`src/rtl/l2c_dl1_pkg.sv`:
```
// Shared types and constants for the L2C-side DL1 port.
package l2c_dl1_pkg;

  // Request FSM states
  typedef enum logic [1:0] {
    StIdle,
    StIssue,
    StData,
    StDone
  } req_state_e;

  // DL1 flags value that marks a cacheable access
  localparam logic [1:0] CACHEABLE_FLAGS = 2'b10;

  // Byte-offset bits within one 32-bit word
  localparam int unsigned WORD_OFF_W = 2;

  // Byte-offset bits within a line of the given number of words
  function automatic int unsigned line_off_w(int unsigned line_words);
    return $clog2(line_words) + WORD_OFF_W;
  endfunction

  // Line offset width for the default 8-word line
  localparam int unsigned LINE_OFF_W = 5;

endpackage

```
`src/rtl/l2c_dl1_port_if.sv`:
```
// DL1 request/refill/invalidate bus plus the L2C backend and invalidation source.
// The slave modport is the responder (l2c_dl1_port); master is its environment.
interface l2c_dl1_port_if;

  // DL1 request side
  logic [31:0] i_dl1_adr;
  logic [1:0]  i_dl1_flags;
  logic [3:0]  i_dl1_ben;
  logic        i_dl1_wen;
  logic [31:0] i_dl1_wdata;
  logic        i_dl1_valid;
  logic [31:0] o_dl1_rdata;
  logic        o_dl1_rdata_valid;
  logic        o_dl1_tlb_fault;
  logic        o_dl1_stall;

  // DL1 invalidation side
  logic [31:0] o_dl1_inv_adr;
  logic        o_dl1_inv_req;
  logic        i_dl1_inv_ack;

  // L2C backend
  logic        o_be_req;
  logic [31:0] o_be_adr;
  logic        o_be_wen;
  logic [3:0]  o_be_ben;
  logic [31:0] o_be_wdata;
  logic        o_be_line;
  logic        i_be_ack;
  logic [31:0] i_be_rdata;
  logic        i_be_rdata_valid;
  logic        i_be_fault;

  // Invalidation source
  logic [31:0] i_inv_adr;
  logic        i_inv_push;
  logic        o_inv_full;

  modport slave (
    input  i_dl1_adr, i_dl1_flags, i_dl1_ben, i_dl1_wen, i_dl1_wdata, i_dl1_valid,
    output o_dl1_rdata, o_dl1_rdata_valid, o_dl1_tlb_fault, o_dl1_stall,
    output o_dl1_inv_adr, o_dl1_inv_req,
    input  i_dl1_inv_ack,
    output o_be_req, o_be_adr, o_be_wen, o_be_ben, o_be_wdata, o_be_line,
    input  i_be_ack, i_be_rdata, i_be_rdata_valid, i_be_fault,
    input  i_inv_adr, i_inv_push,
    output o_inv_full
  );

  modport master (
    output i_dl1_adr, i_dl1_flags, i_dl1_ben, i_dl1_wen, i_dl1_wdata, i_dl1_valid,
    input  o_dl1_rdata, o_dl1_rdata_valid, o_dl1_tlb_fault, o_dl1_stall,
    input  o_dl1_inv_adr, o_dl1_inv_req,
    output i_dl1_inv_ack,
    input  o_be_req, o_be_adr, o_be_wen, o_be_ben, o_be_wdata, o_be_line,
    output i_be_ack, i_be_rdata, i_be_rdata_valid, i_be_fault,
    output i_inv_adr, i_inv_push,
    input  o_inv_full
  );

endinterface

```
`src/rtl/l2c_inv_fifo.sv`:
```
// Count-based invalidation address FIFO; push and pop may happen in the same cycle.
// A push while full and a pop while empty are ignored.
module l2c_inv_fifo #(
  parameter int unsigned Depth = 4,
  parameter int unsigned Width = 32
) (
  input  logic             clk_i,
  input  logic             rst_ni,
  input  logic             push_i,
  input  logic [Width-1:0] data_i,
  output logic             full_o,
  input  logic             pop_i,
  output logic             valid_o,
  output logic [Width-1:0] data_o
);

  localparam int unsigned PtrW = $clog2(Depth);
  localparam int unsigned CntW = PtrW + 1;

  logic [Width-1:0] mem_q [Depth];
  logic [PtrW-1:0]  wr_ptr_q, rd_ptr_q;
  logic [CntW-1:0]  cnt_q;
  logic             push_ok, pop_ok;

  assign full_o  = (cnt_q == CntW'(Depth));
  assign valid_o = (cnt_q != '0);
  // Head is forced to zero when empty so the address bus is clean after reset
  assign data_o  = valid_o ? mem_q[rd_ptr_q] : '0;

  assign push_ok = push_i && !full_o;
  assign pop_ok  = pop_i && valid_o;

  // Storage write on accepted push
  always_ff @(posedge clk_i) begin
    if (push_ok) begin
      mem_q[wr_ptr_q] <= data_i;
    end
  end

  // Pointer and occupancy bookkeeping
  always_ff @(posedge clk_i) begin
    if (!rst_ni) begin
      wr_ptr_q <= '0;
      rd_ptr_q <= '0;
      cnt_q    <= '0;
    end else begin
      if (push_ok) wr_ptr_q <= wr_ptr_q + PtrW'(1);
      if (pop_ok)  rd_ptr_q <= rd_ptr_q + PtrW'(1);
      unique case ({push_ok, pop_ok})
        2'b10:   cnt_q <= cnt_q + CntW'(1);
        2'b01:   cnt_q <= cnt_q - CntW'(1);
        default: cnt_q <= cnt_q;
      endcase
    end
  end

endmodule

```
`src/rtl/l2c_dl1_port.sv`:
```
// L2C-side responder for DL1: forwards word reads/writes and line fills to the
// backend, replays beats/faults in the DL1 stall/valid pattern, and queues invalidations.
module l2c_dl1_port
  import l2c_dl1_pkg::*;
#(
  parameter int unsigned LINE_WORDS = 8,
  parameter int unsigned INV_DEPTH  = 4
) (
  input logic           clk_mc,
  input logic           rst_mc_n,
  l2c_dl1_port_if.slave bus
);

  localparam int unsigned LineOffW = line_off_w(LINE_WORDS);
  localparam int unsigned CntW     = (LINE_WORDS > 1) ? $clog2(LINE_WORDS) : 1;
  localparam logic [31:0] LineMask = ~((32'd1 << LineOffW) - 32'd1);

  req_state_e      state_q;
  logic [31:0]     adr_q, wdata_q, rdata_q;
  logic [3:0]      ben_q;
  logic            wen_q, line_q;
  logic [CntW-1:0] cnt_q;
  logic            be_req_q, stall_q, rdata_valid_q, fault_q;
  logic            skip_q;
  logic            is_line, last_beat;

  assign is_line   = (bus.i_dl1_flags == CACHEABLE_FLAGS) && !bus.i_dl1_wen;
  assign last_beat = !line_q || (cnt_q == CntW'(LINE_WORDS - 1));

  // Request FSM with all DL1/backend outputs registered
  always_ff @(posedge clk_mc) begin
    if (!rst_mc_n) begin
      state_q       <= StIdle;
      adr_q         <= '0;
      wdata_q       <= '0;
      rdata_q       <= '0;
      ben_q         <= '0;
      wen_q         <= 1'b0;
      line_q        <= 1'b0;
      cnt_q         <= '0;
      be_req_q      <= 1'b0;
      stall_q       <= 1'b1;
      rdata_valid_q <= 1'b0;
      fault_q       <= 1'b0;
      skip_q        <= 1'b0;
    end else begin
      rdata_valid_q <= 1'b0;
      fault_q       <= 1'b0;
      unique case (state_q)
        StIdle: begin
          // DL1 is still dropping valid in the first Idle cycle after Done
          skip_q <= 1'b0;
          if (bus.i_dl1_valid && !skip_q) begin
            line_q   <= is_line;
            adr_q    <= is_line ? (bus.i_dl1_adr & LineMask) : bus.i_dl1_adr;
            wen_q    <= bus.i_dl1_wen;
            ben_q    <= bus.i_dl1_ben;
            wdata_q  <= bus.i_dl1_wdata;
            be_req_q <= 1'b1;
            state_q  <= StIssue;
          end
        end
        StIssue: begin
          if (bus.i_be_fault) begin
            be_req_q <= 1'b0;
            fault_q  <= 1'b1;
            stall_q  <= 1'b0;
            state_q  <= StDone;
          end else if (bus.i_be_ack) begin
            be_req_q <= 1'b0;
            cnt_q    <= '0;
            if (wen_q) begin
              stall_q <= 1'b0;
              state_q <= StDone;
            end else if (bus.i_be_rdata_valid) begin
              // First beat arriving with the ack counts as beat 0
              rdata_q       <= bus.i_be_rdata;
              rdata_valid_q <= 1'b1;
              if (!line_q || LINE_WORDS == 1) begin
                stall_q <= 1'b0;
                state_q <= StDone;
              end else begin
                cnt_q   <= CntW'(1);
                state_q <= StData;
              end
            end else begin
              state_q <= StData;
            end
          end
        end
        StData: begin
          if (bus.i_be_fault) begin
            fault_q <= 1'b1;
            stall_q <= 1'b0;
            state_q <= StDone;
          end else if (bus.i_be_rdata_valid) begin
            rdata_q       <= bus.i_be_rdata;
            rdata_valid_q <= 1'b1;
            cnt_q         <= cnt_q + CntW'(1);
            if (last_beat) begin
              stall_q <= 1'b0;
              state_q <= StDone;
            end
          end
        end
        StDone: begin
          stall_q <= 1'b1;
          skip_q  <= 1'b1;
          state_q <= StIdle;
        end
        default: state_q <= StIdle;
      endcase
    end
  end

  assign bus.o_dl1_rdata       = rdata_q;
  assign bus.o_dl1_rdata_valid = rdata_valid_q;
  assign bus.o_dl1_tlb_fault   = fault_q;
  assign bus.o_dl1_stall       = stall_q;
  assign bus.o_be_req          = be_req_q;
  assign bus.o_be_adr          = adr_q;
  assign bus.o_be_wen          = wen_q;
  assign bus.o_be_ben          = ben_q;
  assign bus.o_be_wdata        = wdata_q;
  assign bus.o_be_line         = line_q;

  l2c_inv_fifo #(
    .Depth(INV_DEPTH),
    .Width(32)
  ) u_inv_fifo (
    .clk_i  (clk_mc),
    .rst_ni (rst_mc_n),
    .push_i (bus.i_inv_push),
    .data_i (bus.i_inv_adr),
    .full_o (bus.o_inv_full),
    .pop_i  (bus.i_dl1_inv_ack),
    .valid_o(bus.o_dl1_inv_req),
    .data_o (bus.o_dl1_inv_adr)
  );

endmodule

```
`src/flat_wrapper.sv`:
```
// flat-port wrapper written by rule: the top's interface ports become plain ports
module l2c_dl1_port_flat import l2c_dl1_pkg::*;
#(
  parameter int unsigned LINE_WORDS = 8,
  parameter int unsigned INV_DEPTH  = 4
)
  (clk_mc, rst_mc_n, bus_i_dl1_adr, bus_i_dl1_flags, bus_i_dl1_ben, bus_i_dl1_wen, bus_i_dl1_wdata, bus_i_dl1_valid, bus_o_dl1_rdata, bus_o_dl1_rdata_valid, bus_o_dl1_tlb_fault, bus_o_dl1_stall, bus_o_dl1_inv_adr, bus_o_dl1_inv_req, bus_i_dl1_inv_ack, bus_o_be_req, bus_o_be_adr, bus_o_be_wen, bus_o_be_ben, bus_o_be_wdata, bus_o_be_line, bus_i_be_ack, bus_i_be_rdata, bus_i_be_rdata_valid, bus_i_be_fault, bus_i_inv_adr, bus_i_inv_push, bus_o_inv_full);
  l2c_dl1_port_if bus_i ();
  input logic clk_mc;
  input logic rst_mc_n;
  input wire logic [$bits(bus_i.i_dl1_adr)-1:0] bus_i_dl1_adr;
  input wire logic [$bits(bus_i.i_dl1_flags)-1:0] bus_i_dl1_flags;
  input wire logic [$bits(bus_i.i_dl1_ben)-1:0] bus_i_dl1_ben;
  input wire logic [$bits(bus_i.i_dl1_wen)-1:0] bus_i_dl1_wen;
  input wire logic [$bits(bus_i.i_dl1_wdata)-1:0] bus_i_dl1_wdata;
  input wire logic [$bits(bus_i.i_dl1_valid)-1:0] bus_i_dl1_valid;
  output wire logic [$bits(bus_i.o_dl1_rdata)-1:0] bus_o_dl1_rdata;
  output wire logic [$bits(bus_i.o_dl1_rdata_valid)-1:0] bus_o_dl1_rdata_valid;
  output wire logic [$bits(bus_i.o_dl1_tlb_fault)-1:0] bus_o_dl1_tlb_fault;
  output wire logic [$bits(bus_i.o_dl1_stall)-1:0] bus_o_dl1_stall;
  output wire logic [$bits(bus_i.o_dl1_inv_adr)-1:0] bus_o_dl1_inv_adr;
  output wire logic [$bits(bus_i.o_dl1_inv_req)-1:0] bus_o_dl1_inv_req;
  input wire logic [$bits(bus_i.i_dl1_inv_ack)-1:0] bus_i_dl1_inv_ack;
  output wire logic [$bits(bus_i.o_be_req)-1:0] bus_o_be_req;
  output wire logic [$bits(bus_i.o_be_adr)-1:0] bus_o_be_adr;
  output wire logic [$bits(bus_i.o_be_wen)-1:0] bus_o_be_wen;
  output wire logic [$bits(bus_i.o_be_ben)-1:0] bus_o_be_ben;
  output wire logic [$bits(bus_i.o_be_wdata)-1:0] bus_o_be_wdata;
  output wire logic [$bits(bus_i.o_be_line)-1:0] bus_o_be_line;
  input wire logic [$bits(bus_i.i_be_ack)-1:0] bus_i_be_ack;
  input wire logic [$bits(bus_i.i_be_rdata)-1:0] bus_i_be_rdata;
  input wire logic [$bits(bus_i.i_be_rdata_valid)-1:0] bus_i_be_rdata_valid;
  input wire logic [$bits(bus_i.i_be_fault)-1:0] bus_i_be_fault;
  input wire logic [$bits(bus_i.i_inv_adr)-1:0] bus_i_inv_adr;
  input wire logic [$bits(bus_i.i_inv_push)-1:0] bus_i_inv_push;
  output wire logic [$bits(bus_i.o_inv_full)-1:0] bus_o_inv_full;
  assign bus_i.i_dl1_adr = bus_i_dl1_adr;
  assign bus_i.i_dl1_flags = bus_i_dl1_flags;
  assign bus_i.i_dl1_ben = bus_i_dl1_ben;
  assign bus_i.i_dl1_wen = bus_i_dl1_wen;
  assign bus_i.i_dl1_wdata = bus_i_dl1_wdata;
  assign bus_i.i_dl1_valid = bus_i_dl1_valid;
  assign bus_o_dl1_rdata = bus_i.o_dl1_rdata;
  assign bus_o_dl1_rdata_valid = bus_i.o_dl1_rdata_valid;
  assign bus_o_dl1_tlb_fault = bus_i.o_dl1_tlb_fault;
  assign bus_o_dl1_stall = bus_i.o_dl1_stall;
  assign bus_o_dl1_inv_adr = bus_i.o_dl1_inv_adr;
  assign bus_o_dl1_inv_req = bus_i.o_dl1_inv_req;
  assign bus_i.i_dl1_inv_ack = bus_i_dl1_inv_ack;
  assign bus_o_be_req = bus_i.o_be_req;
  assign bus_o_be_adr = bus_i.o_be_adr;
  assign bus_o_be_wen = bus_i.o_be_wen;
  assign bus_o_be_ben = bus_i.o_be_ben;
  assign bus_o_be_wdata = bus_i.o_be_wdata;
  assign bus_o_be_line = bus_i.o_be_line;
  assign bus_i.i_be_ack = bus_i_be_ack;
  assign bus_i.i_be_rdata = bus_i_be_rdata;
  assign bus_i.i_be_rdata_valid = bus_i_be_rdata_valid;
  assign bus_i.i_be_fault = bus_i_be_fault;
  assign bus_i.i_inv_adr = bus_i_inv_adr;
  assign bus_i.i_inv_push = bus_i_inv_push;
  assign bus_o_inv_full = bus_i.o_inv_full;
  l2c_dl1_port #(.LINE_WORDS(LINE_WORDS), .INV_DEPTH(INV_DEPTH)) u_core (.clk_mc(clk_mc), .rst_mc_n(rst_mc_n), .bus(bus_i));
endmodule
```
`config.mk`:
```
export PLATFORM = sky130hd
export DESIGN_NAME = l2c_dl1_port_flat
export DESIGN_NICKNAME = d
export VERILOG_FILES = /design/src/rtl/l2c_dl1_pkg.sv /design/src/rtl/l2c_dl1_port_if.sv /design/src/rtl/l2c_inv_fifo.sv /design/src/rtl/l2c_dl1_port.sv /design/src/flat_wrapper.sv
export SDC_FILE = /design/constraint.sdc
export NUM_CORES = 1
export LEC_CHECK = 0
export BUFFER_PORTS_ARGS = -buffer_cell sky130_fd_sc_hd__buf_2
export CAP_MARGIN = 20
export CORE_ASPECT_RATIO = 1.2
export CORE_UTILIZATION = 43
export DETAILED_ROUTE_END_ITERATION = 6
export GPL_TIMING_DRIVEN = 0
export HOLD_SLACK_MARGIN = 0.05
export PLACE_DENSITY = 0.69
export SETUP_SLACK_MARGIN = 0.3
export SLEW_MARGIN = 20
export SYNTH_ARGS = -nofsm -noshare
export SYNTH_HDL_FRONTEND = slang
export SYNTH_SLANG_ARGS = --single-unit
```
`constraint.sdc`:
```
create_clock -name clk_mc -period 4.4 [get_ports clk_mc]
set_input_delay 0.22 -clock clk_mc [delete_from_list [all_inputs] [get_ports clk_mc]]
set_output_delay 0.22 -clock clk_mc [all_outputs]
set_load 0.05 [all_outputs]
```
# After elaboration in Yosys (flattened, before gate mapping)
# Memory sizes are Yosys's and may differ from the RTL's. A register that Yosys moved wholly into a read port is not among the register bits.
# Index checks and enable logic that the tools add are counted.
[totals] word_cells=117 register_bits=119 output_inout_bits=140 ramBits=128 n_memories=1
[op_classes] n_reduce_logical=24 muxes=52 n_eq_ne=19 n_addsub=5
[memory_table] memory="u_core.u_inv_fifo.mem_q" words=4 word_bits=32 read_ports=1 rd_ports_with_merged_regs=1 write_ports=1 line="l2c_inv_fifo.sv:20" source="logic [Width-1:0] mem_q [Depth];"
[ops] operator="$mux W32" count=6
[ops] operator="$pmux W32 S2" count=1
[ops] operator="$mux W1" count=22
[ops] operator="$mux W2" count=9
[ops] operator="$mux W3" count=6
[ops] operator="$pmux W3 S2" count=2
[ops] operator="$ne A2 B2 Y1 const B" count=5
[ops] operator="$reduce_and A5 Y1" count=2
[ops] operator="$eq A2 B2 Y1 const B" count=4
[ops] operator="$ne A4 B3 Y1 const B" count=2
[ops] operator="$pmux W2 S4" count=1
[ops] operator="$reduce_bool A2 Y1" count=4
[ops] operator="$add A3 B1 Y3 const B" count=2
[ops] operator="$eq A3 B3 Y1 const B" count=2
[ops] operator="$ne A3 B3 Y1 const B" count=2
[ops] operator="$pmux W1 S2" count=3
[ops] operator="$reduce_and A6 Y1" count=1
[ops] operator="$reduce_bool A3 Y1" count=2
[ops] operator="$mux W5" count=1
[ops] operator="$add A2 B1 Y2 const B" count=2
[ops] operator="$eq A2 B1 Y1 const B" count=2
[ops] operator="$logic_and A1 B1 Y1" count=4
[ops] operator="$logic_not A1 Y1" count=4
[ops] operator="$reduce_and A2 Y1" count=2
[ops] operator="other kinds (9)" count=9

# Depth between registers and ports, before layout
# Gate-level depths: netlist (run 1).
[depth] ltp_word=6 mapped_depth=10 ltp_nobuf=9

# Cells and area by module
# From an unflattened synthesis (run 1), not the netlist that was laid out.
[unflattened] cells_unflattened=730 area_unflattened_um2=9426.5
[by_module_without_submodules] mod="l2c_inv_fifo" area_each_um2=5327.6 cells_per_inst=257 instances=1 seq_area_each_um2=4023.9
[by_module_without_submodules] mod="l2c_dl1_port" area_each_um2=4098.9 cells_per_inst=473 instances=1 seq_area_each_um2=2242.2

# Worst setup path after synthesis (run 1)
# Ideal clock, no wire load.
[synth_timing] path_kind="register to register" from="reg u_core.u_inv_fifo.cnt_q[2]" to="reg u_core.u_inv_fifo.cnt_q[2]" required_time_ps=4330 n_path_buf=1 arrival_ps=3044 path_slack_ps=1286 path_stages_with_launch=11 setup_time_ps=70 cell_sequence="dfxtp_1 > nor3b_1 > nor2b_1 > clkbuf_1 > inv_1 > ha_1 > inv_1 > fa_1 > xor2_1 > or3_1 > a21oi_1"
[synth_between] elab_chain_cells=5 word_cells_on_any_way=11
[synth_lines] element="from (decl)" line="l2c_inv_fifo.sv:22" source="logic [CntW-1:0] cnt_q;"
[synth_lines] element="from (signal assigned)" line="l2c_inv_fifo.sv:50" source="2'b10: cnt_q <= cnt_q + CntW'(1);"
[synth_lines] element="from (signal assigned)" line="l2c_inv_fifo.sv:51" source="2'b01: cnt_q <= cnt_q - CntW'(1);"
[synth_lines] element="from (signal assigned)" line="l2c_inv_fifo.sv:52" source="default: cnt_q <= cnt_q;"
[synth_lines] element="$eq A3 B3 Y1 *" line="l2c_inv_fifo.sv:25" source="assign full_o = (cnt_q == CntW'(Depth));"
[synth_lines] element="net bus_o_inv_full" line="flat_wrapper.sv:36" source="output wire logic [$bits(bus_i.o_inv_full)-1:0] bus_o_inv_full;"
[synth_lines] element="$logic_not A1 Y1 *" line="l2c_inv_fifo.sv:30" source="assign push_ok = push_i && !full_o;"
[synth_lines] element="$logic_and A1 B1 Y1 *" line="l2c_inv_fifo.sv:30"
[synth_lines] element="$eq A2 B1 Y1 or $eq A2 B2 Y1 (tied branches)" line="l2c_inv_fifo.sv:49" source="unique case ({push_ok, pop_ok})"
[synth_lines] element="$pmux W3 S2 or $reduce_bool A2 Y1 (tied branches)"
# The timed path passes the listed nets; every way through them passes the cells marked *.
# A chain may end at the register's enable or synchronous reset.

==> implementation parameters, run 1 <==
Parameter                              Value

Global route
  Number of antenna violations at the first check in global routing ... 1
  First-pass GRT wire length ... 37.63 mm
  Total congestion overflow ... 0
  All-Layer GR Usage ... 0.2171
  Pin count of the biggest net entering global routing ... 28
  Via count of the first global-routing pass ... 7,571

Die
  Floorplan core area ... 21,120 µm²
  Std cell rows ... 58
  Height of the die ... 163.5 µm
  X dimension of the die ... 136.5 µm
  IO Count ... 283
  Starting Density ... 0.4423
  Floorplan die area ... 22,320 µm²

Route
  Via count ... 7,216
  Drt initial violations ... 266
  Post-detailed-route wirelength per cell ... 16.76 µm
  Final WL ... 24.59 mm
  Vias per Instance ... 4.919
  Count of unresolved DRC violations after routing ... 0
  DRT antenna net count ... 0
  Count of TritonRoute iterations in the first routing pass ... 5

Final layout
  Highest-count cells in the layout ignoring fill and taps ... 288 x sky130_fd_sc_hd__buf_2, 137 x sky130_fd_sc_hd__dlygate4sd3_1, 133 x sky130_fd_sc_hd__nand2_1, 128 x sky130_fd_sc_hd__edfxtp_1, 121 x sky130_fd_sc_hd__dfxtp_1
  Area overhead of the layout relative to synthesis ... 43.99%
  Post-route insts no fill ... 1,467
  Design Area, Final ... 13,450 µm²
  Most frequent standard cell in the layout excluding fill and tap cells ... sky130_fd_sc_hd__buf_2
  Share of post-route cells with drive strength above 1 ... 0.3144
  Number of nets in the layout ... 1,332

CTS
  Number of cells upsized or downsized after cts ... 0
  Root buffer cell ... sky130_fd_sc_hd__clkbuf_16
  Worst-case clock buffer depth ... 3
  Clock slew seen by the registers of the worst setup and hold paths ... 0.06 ns
  Number of buffers created by CTS ... 26
  Worst-Skew Late Latency ... 0.52 ns
  Total number of clock tree sinks ... 249
  Clock tree from TritonCTS ... yes
  H-tree levels ... 1

STA
  Final Worst Setup Slack ... 1.760 ns
  Crit share post-route ... 0.6001
  Fin. max-slew vios ... 0
  Number of failing setup endpoints in the final timing report ... 0
  Pin slew with the least headroom to its limit ... 0.6516 ns
  Final worst path period need ... 2.640 ns
  Max-slew headroom ... 0.5656
  RSZ-0062 raised after global routing ... false
  Layout Skew ... 0.01770 ns
  Maximum operating frequency ... 378.7 MHz
  Total negative slack for setup checks ... 0 ns
  Count of final hold-check violations ... 0

Yosys
  Number of flops mapped to enable cells by yosys ... 128
  Async SR Flop Fraction ... 0
  Mean instance size in the synthesized netlist ... 12.88 µm²
  Number of nets in the synthesized netlist ... 881
  Count of different cell masters after synthesis ... 36
  Count of synthesis-stage warnings from yosys ... 0
  Most used flip-flop cell after synthesis ... sky130_fd_sc_hd__edfxtp_1
  Sequential cell area fraction in the yosys report ... 0.6709
  Synthesized netlist cell count ... 725
  Total of flip-flops plus latches after synthesis ... 249
  Cell area after synthesis ... 9340 µm²

Worst hold path
  Worst Hold Class ... primary input to flop
  Origin of the worst min-delay path ... bus_i_dl1_inv_ack

Run
  Max capacitance violation total ... 0

Run status
  Outcome ... finished clean

Worst setup path
  Slowest stage cell on the critical path ... sky130_fd_sc_hd__mux4_2
  Endpoint required time on the critical path ... 4.18 ns
  CP Launch Type ... flop
  Type of destination of the critical path ... output pin
  Ordered cell list for the critical path ... clkbuf_1 -> buf_2 -> mux4_2 -> and2_1 -> buf_2
  Worst reg2reg startpoint ... u_core.u_inv_fifo.cnt_q[1]$_SDFFE_PN0P_
  Cell seen most often among critical-path stages ... sky130_fd_sc_hd__buf_2
  Endpoint arrival time on the critical path ... 2.42 ns
  Max incr delay on CP ... 0.55 ns
  Largest fanout of any net on the critical path ... 10
  Setup CP Type ... flop to output pin

Power and ir drop
  Static Leak ... 5.493 nW
  IR drop worst, VDD ... 0.4374 mV
  Total power divided by cell area ... 599.7 nW/µm²
  Power, Total ... 0.008066 W

Placed design
  Routability congestion estimate ... 0.8250
  Count of input and output buffers ... 282
  Worst setup slack after placement ... 2.044 ns
  Number of placed instances, taps included ... 1,281
  Half-perimeter wire length after detailed placement ... 15.74 mm
  Placement-stage cell area ... 11,200 µm²
## timing repair
action,CTS,global route
hold buffers,137,0
endpoints found under the hold margin,233,0
buffers inserted,0,0
## Yosys cell counts, types with 4 or more instances
library cell,count,area (µm²)
sky130_fd_sc_hd__ha_1,12,150.1
sky130_fd_sc_hd__o21ai_0,4,20.02
sky130_fd_sc_hd__nor2_1,54,202.7
sky130_fd_sc_hd__edfxtp_1,128,3844
sky130_fd_sc_hd__dfxtp_1,121,2422
sky130_fd_sc_hd__mux4_2,32,720.7
sky130_fd_sc_hd__inv_1,11,41.29
sky130_fd_sc_hd__nand2_1,133,499.2
sky130_fd_sc_hd__clkbuf_1,31,116.4
sky130_fd_sc_hd__buf_2,6,30.03
sky130_fd_sc_hd__and2_1,37,231.5
sky130_fd_sc_hd__buf_1,4,15.01
sky130_fd_sc_hd__mux2i_1,35,350.3
sky130_fd_sc_hd__a21oi_1,72,360.4
sky130_fd_sc_hd__nor2b_1,4,25.02
sky130_fd_sc_hd__a22oi_1,5,37.54
sky130_fd_sc_hd__nand2b_1,4,25.02
## sequential cells by signal (all words and copies together) (netlist names), named ones only
name / count
u_core.bus.o_dl1_rdata_valid: 1
u_core.bus.o_dl1_stall: 1
u_core.u_inv_fifo.wr_ptr_q: 2
u_core.u_inv_fifo.mem_q: 128
u_core.cnt_q: 3
u_core.bus.o_be_line: 1
u_core.bus.o_dl1_tlb_fault: 1
u_core.bus.o_be_wdata: 32
u_core.u_inv_fifo.rd_ptr_q: 2
u_core.bus.o_dl1_rdata: 32
u_core.bus.o_be_adr: 32
u_core.state_q: 2
u_core.u_inv_fifo.cnt_q: 3
u_core.bus.o_be_req: 1
u_core.skip_q: 1
u_core.bus.o_be_wen: 1
u_core.bus.o_be_ben: 4
## routing by layer
metal | wire [µm] | up-vias | global-route usage
met3 | 1766 | 51 | 0.05369
met2 | 12630 | 256 | 0.3999
met1 | 9391 | 3452 | 0.2363
met5 | 0 | - | 0
li1 | - | 3457 | -
met4 | 805 | 0 | 0.08283
## worst paths after layout
check,endpoint,slack [ns],cells past startpoint
min,flop,0.09,4
max reg2reg,u_core.u_inv_fifo.cnt_q[2]$_SDFFE_PN0P_,2.04,9
min reg2reg,u_core.bus.o_be_wdata[1]$_SDFFE_PN0P_,0.45,2
max,bus_o_dl1_inv_adr[13],1.76,5
## through the flow
step           utilization  hold WS [ns]
2_1_floorplan            -        0.3189
3_3_place_gp        0.5251        0.4375
3_5_place_dp        0.5302        0.4383
4_1_cts             0.6367       0.07269
5_1_grt             0.6369        0.1238
6_report            0.6369       0.09262
## report_power, final
group,internal [W],switching [W],total (W),leakage [nW]
clock,0.00132,0.000886,0.00220,0.434
combinational,0.000921,0.00206,0.00298,2.90
sequential,0.00276,0.000132,0.00289,2.16
total,0.00499,0.00307,0.00807,5.49
## cells by family after synthesis
logic type,Yosys count,synth area share
AOI/OAI and AO/OA,90,0.05238
xor gates and xnor gates,5,0.004689
adders and majority gates,13,0.01822
buffers and inverters,53,0.02210
DFF,249,0.6709
muxes,67,0.1147
and+or+nand+nor,248,0.1171
## cell type report
cell class	instances	area, µm²
antenna	1	2.502
buffer	41	161.4
clock buffer	36	752.0
clock inverter	12	126.4
fill	1556	7669
inverter	12	45.04
multi-input combinational	423	2873
sequential	249	6266
tap	270	337.8
timing repair buffer	423	2885
## worst max-delay path: cells and delay by family (launching register included)
| kind | cells | cell delay, ns |
|---|---|---|
| buffers and inverters | 3 | 0.86 |
| flip-flops | 1 | 0.30 |
| multiplexers | 1 | 0.55 |
| AND/OR/NAND/NOR | 1 | 0.18 |
Power figures use the tool's default switching activity.
==> run 2, diff against run 1 <==
--- a/config.mk
+++ b/config.mk
@@ -12,7 +12,7 @@
 export DETAILED_ROUTE_END_ITERATION = 6
 export GPL_TIMING_DRIVEN = 0
 export HOLD_SLACK_MARGIN = 0.05
-export PLACE_DENSITY = 0.69
+export PLACE_DENSITY = 0.71
 export SETUP_SLACK_MARGIN = 0.3
 export SLEW_MARGIN = 20
 export SYNTH_ARGS = -nofsm -noshare
==> constraint.sdc (replaced) <==
create_clock -name clk_mc -period 2.2 [get_ports clk_mc]
set_input_delay 0.11 -clock clk_mc [delete_from_list [all_inputs] [get_ports clk_mc]]
set_output_delay 0.11 -clock clk_mc [all_outputs]
set_load 0.05 [all_outputs]
==> implementation parameters, run 2 (synthesis gave the netlist of run 1 again) <==
Parameter                              Value

Final layout
  Area overhead of the layout relative to synthesis ... 51.37%
  Number of nets in the layout ... 1,345 (+0.98%)
  Highest-count cells in the layout ignoring fill and taps ... 251 x sky130_fd_sc_hd__buf_2, 138 x sky130_fd_sc_hd__dlygate4sd3_1, 133 x sky130_fd_sc_hd__nand2_1, 128 x sky130_fd_sc_hd__edfxtp_1, 115 x sky130_fd_sc_hd__dfxtp_1
  Share of post-route cells with drive strength above 1 ... 0.3737 (+0.05927)
  Most frequent standard cell in the layout excluding fill and tap cells ... sky130_fd_sc_hd__buf_2
  Layout filler cell count ... 1,419 (-8.8%)
  Design Area, Final ... 14,140 µm² (+5.1%)
  Flip-flop count of the largest register after layout ... 128 (unchanged)
  Area of the multi-input gates ... 3038 µm² (+5.7%)
  FF/Latch Area ... 6284 µm² (+0.28%)
  Register ranked first by flip-flop count ... u_core.u_inv_fifo.mem_q

Die
  IO Count ... 283 (unchanged)
  Floorplan core area ... 21,120 µm² (unchanged)
  Std cell rows ... 58 (unchanged)
  Height of the die ... 163.5 µm (unchanged)
  X dimension of the die ... 136.5 µm (unchanged)
  Floorplan die area ... 22,320 µm² (unchanged)
  Starting Density ... 0.4423 (unchanged)

Worst hold path
  Worst Hold Class ... primary input to flop

Power and ir drop
  Clock network power share ... 0.240 (-0.033)
  Power, Total ... 0.01777 W (+120%)
  Proportion of power drawn by combinational gates ... 0.432 (+0.063)
  Static Leak ... 5.739 nW (+4.5%)
  Reported net switching power ... 0.006513 W (+110%)
  Sequential share of power ... 0.327 (-0.031)
  IR drop worst, VDD ... 1.139 mV (+160%)
  Total power divided by cell area ... 1257 nW/µm² (+110%)
  Int Pwr ... 0.01125 W (+130%)
  Sw Ratio ... 0.3666 (-0.01459)

CTS
  Worst-Skew Late Latency ... 0.50 ns (-0.02 ns)
  Number of buffers created by CTS ... 25 (-3.8%)
  Clock tree from TritonCTS ... yes
  Worst-case clock buffer depth ... 3 (unchanged)
  Root buffer cell ... sky130_fd_sc_hd__clkbuf_16
  Total number of clock tree sinks ... 249 (unchanged)
  Clock slew seen by the registers of the worst setup and hold paths ... 0.06 ns (about the same)
  H-tree levels ... 1 (unchanged)

Route
  DRT antenna net count ... 0 (unchanged)
  Count of TritonRoute iterations in the first routing pass ... 4 (-1)
  Post-detailed-route wirelength per cell ... 17.87 µm (+6.6%)
  Count of unresolved DRC violations after routing ... 0 (unchanged)
  Drt initial violations ... 340 (+28%)
  Vias per Instance ... 4.967 (+0.98%)
  Final WL ... 26.41 mm (+7.4%)
  Via count ... 7,341 (+1.7%)

Worst setup path
  Slowest stage cell on the critical path ... sky130_fd_sc_hd__mux4_2
  Cell seen most often among critical-path stages ... sky130_fd_sc_hd__buf_8
  Largest fanout of any net on the critical path ... 7 (-3)
  Endpoint required time on the critical path ... 2.09 ns (-2.09 ns)
  Setup CP Type ... flop to output pin
  Max incr delay on CP ... 0.48 ns (-0.07 ns)
  Ordered cell list for the critical path ... clkbuf_16 -> buf_8 -> buf_16 -> mux4_2 -> and2_4 -> buf_8
  Endpoint arrival time on the critical path ... 2.04 ns (-0.38 ns)
  Type of destination of the critical path ... output pin
  CP Launch Type ... flop

Run status
  Outcome ... finished clean

STA
  RSZ-0062 raised after global routing ... true
  Fin. max-slew vios ... 0 (unchanged)
  Crit share post-route ... 0.9760
  Final Worst Setup Slack ... 0.05272 ns (-1.707 ns)
  Layout Skew ... 0.007204 ns (-0.01050 ns)
  Final worst path period need ... 2.147 ns
  Pin slew with the least headroom to its limit ... 0.5756 ns (-0.07599 ns)
  Worst slack on hold paths ... 0.09644 ns (+0.003822 ns)
  Max-slew headroom ... 0.6140 (+0.04835)
  Total negative slack for setup checks ... 0 ns (unchanged)
  Maximum operating frequency ... 465.7 MHz
  Number of failing setup endpoints in the final timing report ... 0 (unchanged)
  Count of final hold-check violations ... 0 (unchanged)

Global route
  Total congestion overflow ... 0 (unchanged)
  All-Layer GR Usage ... 0.2297 (+0.01254)
  Pin count of the biggest net entering global routing ... 33 (+18%)
  Number of antenna violations at the first check in global routing ... 1 (unchanged)
  Via count of the first global-routing pass ... 7,738 (+2.2%)
  First-pass GRT wire length ... 39.59 mm (+5.2%)

Placed design
  Half-perimeter wire length after detailed placement ... 15.58 mm (-1.1%)
  Placement-stage cell area ... 11,160 µm² (-0.37%)
  Count of input and output buffers ... 282 (unchanged)
  Routability congestion estimate ... 0.8139 (-1.3%)
  Worst setup slack after placement ... -0.1206 ns (-2.165 ns)

Run
  Max capacitance violation total ... 0 (unchanged)
==> run 2: cell count changes in the layout (fill, tap and decap cells not counted), moves of 5 or more <==
| cell | change |
|---|---|
| sky130_fd_sc_hd__buf_6 | +13 |
| sky130_fd_sc_hd__dfxtp_1 | -6 |
| sky130_fd_sc_hd__buf_2 | -37 |
| sky130_fd_sc_hd__and2_4 | +37 |
| sky130_fd_sc_hd__clkbuf_2 | +6 |
| sky130_fd_sc_hd__buf_8 | +25 |
| sky130_fd_sc_hd__buf_4 | +13 |
| sky130_fd_sc_hd__and2_1 | -33 |
| sky130_fd_sc_hd__clkinv_1 | +5 |
| sky130_fd_sc_hd__clkbuf_1 | -14 |
==> run 2: metrics by stage <==
stage          utilization  std cells
2_1_floorplan            -        725
3_3_place_gp        0.5283       1277
3_5_place_dp        0.5283       1277
4_1_cts             0.6604       1471
5_1_grt             0.6694       1477
6_report            0.6695       1478
==> run 2: path summary, 6_finish.rpt <==
check / endpoint / slack [ns] / start / cells past startpoint
worst max-delay path: bus_o_dl1_inv_adr[1] / 0.05 / flop / 6
worst min-delay path: u_core.bus.o_dl1_stall$_SDFFE_PN1P_ / 0.1 / bus_i_be_ack / 4
worst max register to register: u_core.u_inv_fifo.cnt_q[2]$_SDFFE_PN0P_ / 0.25 / u_core.u_inv_fifo.cnt_q[2]$_SDFFE_PN0P_ / 9
worst min register to register: u_core.bus.o_be_wdata[5]$_SDFFE_PN0P_ / 0.45 / u_core.bus.o_be_wdata[5]$_SDFFE_PN0P_ / 2
==> run 2: final cells by class <==
type | instances | area share
well taps | 270 | 0.02389
clock inverters | 17 | 0.01319
multi-input cells | 423 | 0.2149
inverters | 12 | 0.003186
diodes | 1 | 0.0001770
flip-flops and latches | 249 | 0.4444
plain buffers | 41 | 0.02186
clock buffers | 28 | 0.04504
repair buffers | 437 | 0.2334
==> run 2: power groups by stage <==
| stage | clock (W) | sequential, W | combinational (W) |
|---|---|---|---|
| after global placement | 0 | 0.00586 | 0.00573 |
| final | 0.00427 | 0.00581 | 0.00768 |
| after global routing | 0.00454 | 0.00587 | 0.00809 |
| after detailed placement | 0 | 0.00589 | 0.00576 |
| after CTS | 0.00434 | 0.00580 | 0.00725 |
| after floorplan | 0 | 0.00687 | 0.00335 |
==> run 2: worst max-delay path: cells and delay by family (launching register included) <==
family | cells | cell delay (ns)
flip-flops | 1 | 0.33
AND/OR/NAND/NOR | 1 | 0.16
buffers and inverters | 4 | 0.55
multiplexers | 1 | 0.48
==> run 2: timing repair <==
item                       in CTS  in global routing
gates cloned                    2                  1
gates resized for setup       153                 41
setup endpoints to repair     255                 86
setup buffers                   9                  5
hold endpoints to repair      238                  0
hold buffers                  138                  0
pin swaps                      26                  7
==> run 2: routing by layer <==
| metal | GRT usage | part of all wire |
|---|---|---|
| met5 | 0 | 0 |
| met4 | 0.07323 | 0.029 |
| met3 | 0.05462 | 0.075 |
| met2 | 0.4340 | 0.53 |
| met1 | 0.2474 | 0.37 |
==> run 3, diff against run 2 <==
--- a/config.mk
+++ b/config.mk
@@ -5,6 +5,7 @@
 export SDC_FILE = /design/constraint.sdc
 export NUM_CORES = 1
 export LEC_CHECK = 0
+export ABC_AREA = 1
 export BUFFER_PORTS_ARGS = -buffer_cell sky130_fd_sc_hd__buf_2
 export CAP_MARGIN = 20
 export CORE_ASPECT_RATIO = 1.2
==> implementation parameters, run 3 <==
Parameter                              Value

Global route
  Total congestion overflow ... 0 (unchanged)
  Pin count of the biggest net entering global routing ... 24 (-27%)
  First-pass GRT wire length ... 41.86 mm (+5.8%)
  All-Layer GR Usage ... 0.2397 (+0.01001)
  Number of antenna violations at the first check in global routing ... 0 (-1)
  Via count of the first global-routing pass ... 8,436 (+9.0%)

Die
  X dimension of the die ... 137.4 µm (+0.66%)
  Std cell rows ... 59 (+1.7%)
  Starting Density ... 0.4377 (-0.004622)
  IO Count ... 283 (unchanged)
  Floorplan die area ... 22,610 µm² (+1.3%)
  Height of the die ... 164.5 µm (+0.66%)
  Floorplan core area ... 21,630 µm² (+2.4%)

STA
  Layout Skew ... 0.009762 ns (+0.002558 ns)
  RSZ-0062 raised after global routing ... true
  Final worst path period need ... 1.988 ns (-0.1595 ns)
  Pin slew with the least headroom to its limit ... 0.6519 ns (+0.07636 ns)
  Max-slew headroom ... 0.5654 (-0.04859)
  Number of failing setup endpoints in the final timing report ... 0 (unchanged)
  Fin. max-slew vios ... 0 (unchanged)
  Worst slack on hold paths ... 0.08038 ns (-0.01606 ns)
  Count of final hold-check violations ... 0 (unchanged)
  Total negative slack for setup checks ... 0 ns (unchanged)
  Crit share post-route ... 0.9036 (-0.07248)
  Maximum operating frequency ... 503.1 MHz (+8.0%)

CTS
  Worst-Skew Late Latency ... 0.52 ns (+0.02 ns)
  Total number of clock tree sinks ... 249 (unchanged)
  H-tree levels ... 1 (unchanged)
  Number of buffers created by CTS ... 24 (-4.0%)
  Root buffer cell ... sky130_fd_sc_hd__clkbuf_16
  Worst-case clock buffer depth ... 3 (unchanged)
  Clock slew seen by the registers of the worst setup and hold paths ... 0.06 ns (about the same)
  Clock tree from TritonCTS ... yes

Worst setup path
  Endpoint required time on the critical path ... 2.09 ns (about the same)
  Number of cells on the worst reg-to-reg path ... 11 (+2)
  Register-to-register setup slack ... 0.35 ns (+0.10 ns)
  Largest fanout of any net on the critical path ... 6 (-1)
  Worst reg2reg startpoint ... u_core.u_inv_fifo.cnt_q[1]$_SDFFE_PN0P_
  Endpoint arrival time on the critical path ... 1.88 ns (-0.16 ns)
  CP Launch Type ... flop
  Setup CP Type ... flop to output pin
  Slowest stage cell on the critical path ... sky130_fd_sc_hd__dfxtp_4
  Worst reg2reg path endpoint ... u_core.u_inv_fifo.cnt_q[2]$_SDFFE_PN0P_
  Ordered cell list for the critical path ... buf_12 -> buf_8 -> nor2_4 -> nor2_2 -> o21ai_1 -> a21oi_1 -> buf_4
  Max incr delay on CP ... 0.41 ns (-0.07 ns)
  Type of destination of the critical path ... output pin

Placed design
  Half-perimeter wire length after detailed placement ... 17.27 mm (+11%)
  Count of input and output buffers ... 281 (-0.35%)
  Routability congestion estimate ... 0.8446 (+3.8%)

Route
  Vias per Instance ... 5.036 (+1.4%)
  Count of TritonRoute iterations in the first routing pass ... 5 (+1)
  Via count ... 8,657 (+18%)
  DRT antenna net count ... 0 (unchanged)
  Drt initial violations ... 565 (+66%)
  Count of unresolved DRC violations after routing ... 0 (unchanged)
  Post-detailed-route wirelength per cell ... 16.79 µm (-6.0%)
  Final WL ... 28.86 mm (+9.3%)

Yosys
  Async SR Flop Fraction ... 0 (unchanged)
  Ranking of synthesized cells by instance count ... 218 x sky130_fd_sc_hd__nor2_1, 153 x sky130_fd_sc_hd__nand2_1, 128 x sky130_fd_sc_hd__edfxtp_1
  Number of nets in the synthesized netlist ... 1,123 (+27%)
  Most used flip-flop cell after synthesis ... sky130_fd_sc_hd__edfxtp_1
  Total of flip-flops plus latches after synthesis ... 249 (unchanged)
  Count of synthesis-stage warnings from yosys ... 0 (unchanged)
  Library cell occupying the most area in the post-synthesis netlist ... sky130_fd_sc_hd__edfxtp_1
  Count leader, synth ... sky130_fd_sc_hd__nor2_1
  Number of flops mapped to enable cells by yosys ... 128 (unchanged)
  Portion of synthesized cell area occupied by the leading cell type ... 0.4060 (-0.005493)
  Largest cells by area after synthesis ... sky130_fd_sc_hd__edfxtp_1 41%, sky130_fd_sc_hd__dfxtp_1 26%, sky130_fd_sc_hd__nor2_1 8.6%
  Synthesized netlist cell count ... 967 (+33%)
  Sequential cell area fraction in the yosys report ... 0.6619 (-0.008955)
  Cell area after synthesis ... 9467 µm² (+1.4%)
  Mean instance size in the synthesized netlist ... 9.790 µm² (-24%)
  Count of different cell masters after synthesis ... 28 (-22%)

Final layout
  Number of nets in the layout ... 1,584 (+18%)
  Final Util ... 0.6529 (-0.01665)
  Diodes inserted ... 0 (-1)
  Register ranked first by flip-flop count ... u_core.u_inv_fifo.mem_q
  Most frequent standard cell in the layout excluding fill and tap cells ... sky130_fd_sc_hd__buf_2
  Share of post-route cells with drive strength above 1 ... 0.2893 (-0.08438)
  Area overhead of the layout relative to synthesis ... 49.17%
  Flip-flop count of the largest register after layout ... 128 (unchanged)
  Highest-count cells in the layout ignoring fill and taps ... 260 x sky130_fd_sc_hd__buf_2, 194 x sky130_fd_sc_hd__nor2_1, 152 x sky130_fd_sc_hd__nand2_1, 138 x sky130_fd_sc_hd__dlygate4sd3_1, 128 x sky130_fd_sc_hd__edfxtp_1

Power and ir drop
  Static Leak ... 5.927 nW (+3.3%)
  Total power divided by cell area ... 1309 nW/µm² (+4.2%)
  IR drop worst, VDD ... 1.349 mV (+18%)

Run
  Max capacitance violation total ... 0 (unchanged)

Run status
  Outcome ... finished clean

Worst hold path
  Worst Hold Class ... primary input to flop
  Hold path endpoint ... u_core.u_inv_fifo.wr_ptr_q[1]$_SDFFE_PN0P_
  Cell depth of the worst hold path ... 4 (unchanged)
  Origin of the worst min-delay path ... bus_i_inv_push
run 3: worst max path at each step:
stage	cells after the start	endpoint	startpoint
6_report	7	bus_o_dl1_inv_adr[27]	flop
5_1_grt	7	bus_o_dl1_inv_adr[27]	flop
4_1_cts	7	bus_o_dl1_inv_adr[5]	flop
3_5_place_dp	10	u_core.u_inv_fifo.cnt_q[2]$_SDFFE_PN0P_	u_core.u_inv_fifo.cnt_q[0]$_SDFFE_PN0P_
3_3_place_gp	4	u_core.u_inv_fifo.mem_q[3][10]$_DFFE_PP_	u_core.u_inv_fifo.cnt_q[0]$_SDFFE_PN0P_
2_1_floorplan	4	u_core.u_inv_fifo.mem_q[0][0]$_DFFE_PP_	u_core.u_inv_fifo.cnt_q[0]$_SDFFE_PN0P_
run 3: per-stage QoR:
| stage | std cells | worst slack [ns] | power, W | instance area [µm²] |
|---|---|---|---|---|
| finish | 1719 | 0.2122 | 0.01849 | 14120 |
| detailed placement | 1526 | -0.04611 | 0.01311 | 11330 |
| CTS | 1710 | 0.2287 | 0.01788 | 13750 |
| global route | 1719 | 0.1117 | 0.01935 | 14120 |
| floorplan | 967 | 0.2435 | 0.01122 | 9482 |
| global placement | 1522 | -0.4474 | 0.01297 | 11230 |
run 3: metal layers:
metal,track usage,routed length (µm)
met1,0.2535,10670
met2,0.4406,14870
met3,0.05249,2023
met4,0.1219,1307
met5,0,0
run 3: area by class of cell:
class | instances | area (µm²)
Inverter | 34 | 137.6
Sequential cell | 249 | 6271
Multi-Input combinational cell | 629 | 2990
Clock inverter | 16 | 156.4
Timing Repair Buffer | 435 | 3173
Tap cell | 274 | 342.8
Buffer | 55 | 416.7
Clock buffer | 27 | 633.1
Fill cell | 1566 | 7508
run 3: logic make-up (layout without fill, tap and decap cells):
group	Yosys count	count (layout)	share of synthesized area
compound gates	227	227	0.1220
fa+ha+maj	13	13	0.01797
buf+inv	89	567	0.04058
flops	249	249	0.6619
simple gates	389	389	0.1575
run 3: what timing repair did:
item,4_1_cts,5_1_grt
cloned,2,6
hold endpoints to repair,239,0
endpoints found under the setup margin,34,90
hold buffers,138,0
pin swaps,8,50
gates resized for setup,92,102
buffers inserted,1,3
run 3: worst max-delay path, delay by kind of cell, from the launching register on:
family                 cells  cell delay (ns)
flip-flops                 1             0.41
AND/OR/NAND/NOR            2             0.16
buffers and inverters      3             0.51
AO/OA/AOI/OAI              2             0.29
run 3: where the power goes:
group,internal (W),switching (W)
Combinational,0.00254,0.00581
Sequential,0.00563,0.000358
Clock,0.00242,0.00173
Total,0.0106,0.00791
